$ cat src/rtl/uart_tx.sv
// uart_tx: start + 8 data bits (LSB first) + STOP_BITS stop bits, each CLKS_PER_BIT clocks,
// with a single-entry holding register so queued bytes go out back-to-back.
module uart_tx #(
  parameter int CLKS_PER_BIT = 8,
  parameter int STOP_BITS    = 2
) (
  input  logic       clk,
  input  logic       reset_,
  input  logic [7:0] tx_data,
  input  logic       tx_valid,
  output logic       tx_ready,
  output logic       tx,
  output logic       busy,
  output logic       done
);
  localparam int CW = $clog2(CLKS_PER_BIT);
  localparam logic [CW-1:0] LAST = CW'(CLKS_PER_BIT - 1);
  typedef enum logic [1:0] {IDLE, START, DATA, STOP} state_t;
  state_t        state_q, state_d;
  logic [CW-1:0] cnt_q, cnt_d;
  logic [2:0]    idx_q, idx_d;
  logic [7:0]    shift_q, shift_d, hold_q;
  logic          stop_q, stop_d, hold_full_q, hold_full_d;
  logic          tx_q, tx_d, done_q, done_d, busy_q;
  logic          accept, load, bit_end, stop_end;
  assign accept   = tx_valid & ~hold_full_q;
  assign bit_end  = cnt_q == LAST;
  assign stop_end = bit_end & ((STOP_BITS == 1) | stop_q);
  assign tx_ready = ~hold_full_q;
  assign tx       = tx_q;
  assign busy     = busy_q;
  assign done     = done_q;
  always_comb begin
    state_d = state_q;
    cnt_d   = (state_q == IDLE || bit_end) ? '0 : cnt_q + 1'b1;
    idx_d   = idx_q;
    stop_d  = stop_q;
    shift_d = shift_q;
    tx_d    = tx_q;
    done_d  = 1'b0;
    load    = 1'b0;
    case (state_q)
      IDLE:  load = hold_full_q;
      START: if (bit_end) begin
        state_d = DATA;
        idx_d   = '0;
        tx_d    = shift_q[0];
      end
      DATA: if (bit_end) begin
        if (idx_q == 3'd7) begin
          state_d = STOP;
          stop_d  = 1'b0;
          tx_d    = 1'b1;
        end else begin
          shift_d = shift_q >> 1;
          idx_d   = idx_q + 1'b1;
          tx_d    = shift_q[1];
        end
      end
      STOP: if (bit_end) begin
        stop_d = ~stop_q;
        if (stop_end) begin
          done_d  = 1'b1;
          state_d = IDLE;
          load    = hold_full_q;
        end
      end
      default: state_d = IDLE;
    endcase
    // a queued byte goes straight into START, even from the last stop cycle
    if (load) begin
      state_d = START;
      shift_d = hold_q;
      tx_d    = 1'b0;
    end
    hold_full_d = accept | (hold_full_q & ~load);
  end
  always_ff @(posedge clk or negedge reset_) begin
    if (!reset_) begin
      state_q     <= IDLE;
      cnt_q       <= '0;
      idx_q       <= '0;
      stop_q      <= 1'b0;
      shift_q     <= '0;
      hold_q      <= '0;
      hold_full_q <= 1'b0;
      tx_q        <= 1'b1;
      done_q      <= 1'b0;
      busy_q      <= 1'b0;
    end else begin
      state_q     <= state_d;
      cnt_q       <= cnt_d;
      idx_q       <= idx_d;
      stop_q      <= stop_d;
      shift_q     <= shift_d;
      hold_q      <= accept ? tx_data : hold_q;
      hold_full_q <= hold_full_d;
      tx_q        <= tx_d;
      done_q      <= done_d;
      busy_q      <= state_d != IDLE;
    end
  end
endmodule

$ cat config.mk
export PLATFORM = sky130hd
export DESIGN_NAME = uart_tx
export DESIGN_NICKNAME = d
export VERILOG_FILES = /design/src/rtl/uart_tx.sv
export SDC_FILE = /design/constraint.sdc
export NUM_CORES = 1
export LEC_CHECK = 0
export CAP_MARGIN = 10
export CELL_PAD_IN_SITES_DETAIL_PLACEMENT = 1
export CELL_PAD_IN_SITES_GLOBAL_PLACEMENT = 1
export CORE_ASPECT_RATIO = 0.6
export CORE_UTILIZATION = 44
export CTS_CLUSTER_SIZE = 20
export DETAILED_ROUTE_END_ITERATION = 12
export GPL_ROUTABILITY_DRIVEN = 0
export PLACE_DENSITY_LB_ADDON = 0.1
export REMOVE_ABC_BUFFERS = 1
export SETUP_SLACK_MARGIN = 0.2
export SLEW_MARGIN = 10
export SYNTH_ARGS = -nofsm -noshare
export SYNTH_HDL_FRONTEND = slang
export SYNTH_SLANG_ARGS = --single-unit
$ cat constraint.sdc
create_clock -name clk -period 2.07 [get_ports clk]
set_clock_uncertainty 0.1 [all_clocks]
set_input_delay 0.621 -clock clk [delete_from_list [all_inputs] [get_ports clk]]
set_output_delay 0.621 -clock clk [all_outputs]
set_load 0.1 [all_outputs]
==> impl_metrics.tcl <==
set metrics [dict create \
    outcome "finished clean" \
    synthToLayoutAreaGrowth_pct 25.6 \
    global_route.usage.total_pct 21.8 \
    vias 978 \
    peak_freq_mhz 576 \
    worst_path_largest_cell_delay_ps 560 \
    seqCellArea_sq_um 727 \
    clock_tree_from_tritoncts "yes" \
    end_kind "output pin" \
    die_w_microns 74.6 \
    design_area_sq_um 1750 \
    data_arrival_at_the_endpoint_of_the_critical_path_ps 1010 \
    grt_pass1_vias 1012 \
    tns_ps 0 \
    floorplan.die_area_sq_um 3400 \
    clockBufferDepth 2 \
    yosysUniqueCellTypes 31 \
    timing.critical_path.slowest_stage_cell "sky130_fd_sc_hd__dfstp_2" \
    postSynthAreaPerCell_sq_um 11.2 \
    fin_crit_sh_pct 83.8 \
    finalHoldViolations 0 \
    timing_max_transition_violations_final 0 \
    fin_ws_ps 335 \
    clk_pin_slew_ps 60 \
    routed_wl_microns 3000 \
    setup_viol_count_final 0 \
    final.hold.worst_slack_ps 348 \
    grt_pass1_wl_microns 5070 \
    initial_core_util_pct 47.5 \
    cp.required_ps 1350 \
    die-height_microns 45.5 \
    hold_class "reg2reg" \
    dp_slack_ps 64.1 \
    cts_root_buf "sky130_fd_sc_hd__clkbuf_8" \
    ys_ff_latch 29 \
    num_antenna_cells 0 \
    critical_path.cell_chain "buf_12" \
    fill_cells 325 \
    floorplan.core_area_sq_um 2930 \
    drc 0 \
    grt_max_degree 18 \
    crit_family "flip-flops" \
    grt_antenna_before_repair 0 \
    residual_overflow_from_global_routing 0 \
    htree_num_levels 2 \
    cellPowerDensity_nw_per_um2 1280 \
    worst_slew_pin_slew_ps 385 \
    drive_above_1_share_pct 19.0 \
    wl_per_cell_microns 15.9 \
    unrepaired_setup_endpoints_after_global_routing "false" \
    worst_slew_margin_rel_pct 74.2 \
    max_cap_check_violation_count 0 \
    port-buffer-count 14 \
    worstPathBufferInverterCount 1 \
    synth-seq-area-share_pct 52.3 \
    io_pins 15 \
    clock_latency_reported_for_the_late_side_of_the_worst_skew_pair_ps 280 \
    multi_input_area_sq_um 639 \
    dp_hpwl_microns 2280 \
    num_cts_buffers 5 \
    p_leak_nw 0.821 \
    critical_path.max_fanout 2 \
    post-route-util_pct 59.6 \
    post_dp_cell_area_sq_um 1640 \
    max-vdd-ir-drop_uv 970 \
    num_rows 15 \
    mappedNetlistArea_sq_um 1390 \
    cts_num_sinks 29 \
    cts_hold_buffers 0 \
    post_drt_via_cell_ratio 5.17 \
    firstDrtPassIters 4 \
    synthesis.instances 124 \
    setup.worst_path.start_class "register" \
    final_antenna_net_count 0 \
    synth_warnings 0 \
    timing.setup.critical_path_class "reg2out" \
    fin_nets 166 \
    shortest_period_the_worst_path_allows_ps 1730 \
    drt_iter0_drc 45 \
]
[layout make-up]
| cell class | count | share of cell area [%] |
|---|---|---|
| clock buffer | 8 | 5.16 |
| multi-input combinational | 86 | 36.6 |
| sequential | 29 | 41.6 |
| tap | 42 | 3.01 |
| timing repair buffer | 19 | 12.5 |
| inverter | 5 | 1.08 |
[synth_stat cells]
cell type                  number  area share [%]
sky130_fd_sc_hd__a211oi_1       1            0.54
sky130_fd_sc_hd__nor3_1         1            0.36
sky130_fd_sc_hd__dfrtp_1       28              50
sky130_fd_sc_hd__nand2_1       13             3.5
sky130_fd_sc_hd__and2b_1        1            0.54
sky130_fd_sc_hd__nand2b_1       1            0.45
sky130_fd_sc_hd__ha_1           9             8.1
sky130_fd_sc_hd__a31oi_1        3             1.4
sky130_fd_sc_hd__o21ai_0        6             2.2
sky130_fd_sc_hd__and3_1         1            0.45
sky130_fd_sc_hd__a21boi_0       1            0.54
sky130_fd_sc_hd__a32o_1         1            0.72
sky130_fd_sc_hd__mux2_2         6             4.9
sky130_fd_sc_hd__dfstp_2        1             1.9
sky130_fd_sc_hd__nor2_1         6             1.6
sky130_fd_sc_hd__a21oi_1        3             1.1
sky130_fd_sc_hd__mux2_1         2             1.6
sky130_fd_sc_hd__mux2i_1        8             5.8
sky130_fd_sc_hd__nand2_4        1            0.81
sky130_fd_sc_hd__nor2b_1        2            0.90
sky130_fd_sc_hd__inv_1          5             1.4
sky130_fd_sc_hd__nor3_2         1            0.72
sky130_fd_sc_hd__o21ai_1       11             4.0
sky130_fd_sc_hd__buf_2          3             1.1
sky130_fd_sc_hd__buf_4          1            0.54
sky130_fd_sc_hd__nand3b_1       1            0.54
sky130_fd_sc_hd__nor2b_4        1            0.99
sky130_fd_sc_hd__or2_1          1            0.45
sky130_fd_sc_hd__nor3b_1        2             1.1
sky130_fd_sc_hd__a22oi_1        2             1.1
sky130_fd_sc_hd__a21o_1         1            0.54
[cells in the final DEF (no fill, tap or decap), types with 3 or more instances in the layout]
| cell | instances |
|---|---|
| sky130_fd_sc_hd__a31oi_1 | 3 |
| sky130_fd_sc_hd__o21ai_1 | 11 |
| sky130_fd_sc_hd__clkbuf_8 | 6 |
| sky130_fd_sc_hd__buf_12 | 4 |
| sky130_fd_sc_hd__dfrtp_1 | 28 |
| sky130_fd_sc_hd__mux2i_1 | 8 |
| sky130_fd_sc_hd__ha_1 | 6 |
| sky130_fd_sc_hd__nor2_1 | 6 |
| sky130_fd_sc_hd__o21ai_0 | 6 |
| sky130_fd_sc_hd__inv_1 | 5 |
| sky130_fd_sc_hd__a21oi_1 | 3 |
| sky130_fd_sc_hd__clkdlybuf4s50_1 | 10 |
| sky130_fd_sc_hd__mux2_2 | 6 |
| sky130_fd_sc_hd__nand2_1 | 13 |
| sky130_fd_sc_hd__buf_4 | 5 |
[stage by stage]
stage | cells | power [mW]
2_1_floorplan | 120 | 1.44
3_3_place_gp | 181 | 1.71
3_5_place_dp | 181 | 1.76
4_1_cts | 189 | 2.24
5_1_grt | 189 | 2.37
6_report | 189 | 2.24
[state kept, by name, indices dropped and copies added, names as in the netlist]
register,count
hold_full_q,1
shift_q,8
tx,1
idx_q,3
hold_q,8
state_q,2
done,1
busy,1
cnt_q,3
stop_q,1
[routing by layer]
metal	track usage, %	wire, microns	vias to the layer above
met2	30.6	1240	15
met3	7.30	95	8
met4	7.92	47	0
li1	-	-	472
met5	0	0	-
met1	31.2	1620	483
[repair_timing]
item | 4_1_cts | 5_1_grt
setup endpoints to repair | 7 | 12
gates resized for setup | 1 | 3
buffers inserted | 0 | 0
[worst reg2reg max path: stages, from the launching register on]
cell,delay (ps)
sky130_fd_sc_hd__dfrtp_1,410
sky130_fd_sc_hd__ha_1,210
sky130_fd_sc_hd__ha_2,230
sky130_fd_sc_hd__nor2b_4,190
sky130_fd_sc_hd__nand2_4,130
sky130_fd_sc_hd__mux2i_1,230
sky130_fd_sc_hd__o21ai_1,80
[path summary, 6_finish.rpt]
kind	start	to	slack, ps	cells after the start
min in group asynchronous	reset_	shift_q[4]	520	1
setup / recovery	tx	tx	340	1
hold / removal	cnt_q[0]	cnt_q[0]	350	1
max in group asynchronous	reset_	hold_full_q	850	2
hold reg to reg	cnt_q[0]	cnt_q[0]	350	1
setup reg to reg	idx_q[0]	shift_q[6]	370	6
[power by group]
part | internal (mW) | switching [mW]
combinational | 0.374 | 0.468
sequential | 0.780 | 0.142
clock | 0.270 | 0.201
total | 1.42 | 0.811
[cell families (layout without fill, tap and decap cells)]
logic type	Yosys count	count (layout)	share of synthesized area (%)
and+or+nand+nor	32	32	12.4
AOI/OAI and AO/OA	29	29	12.0
DFF	29	29	52.3
muxes	16	16	12.2
adders and majority gates	9	9	8.10
buffers and inverters	9	32	2.97
(Power assumes the default switching activity.)
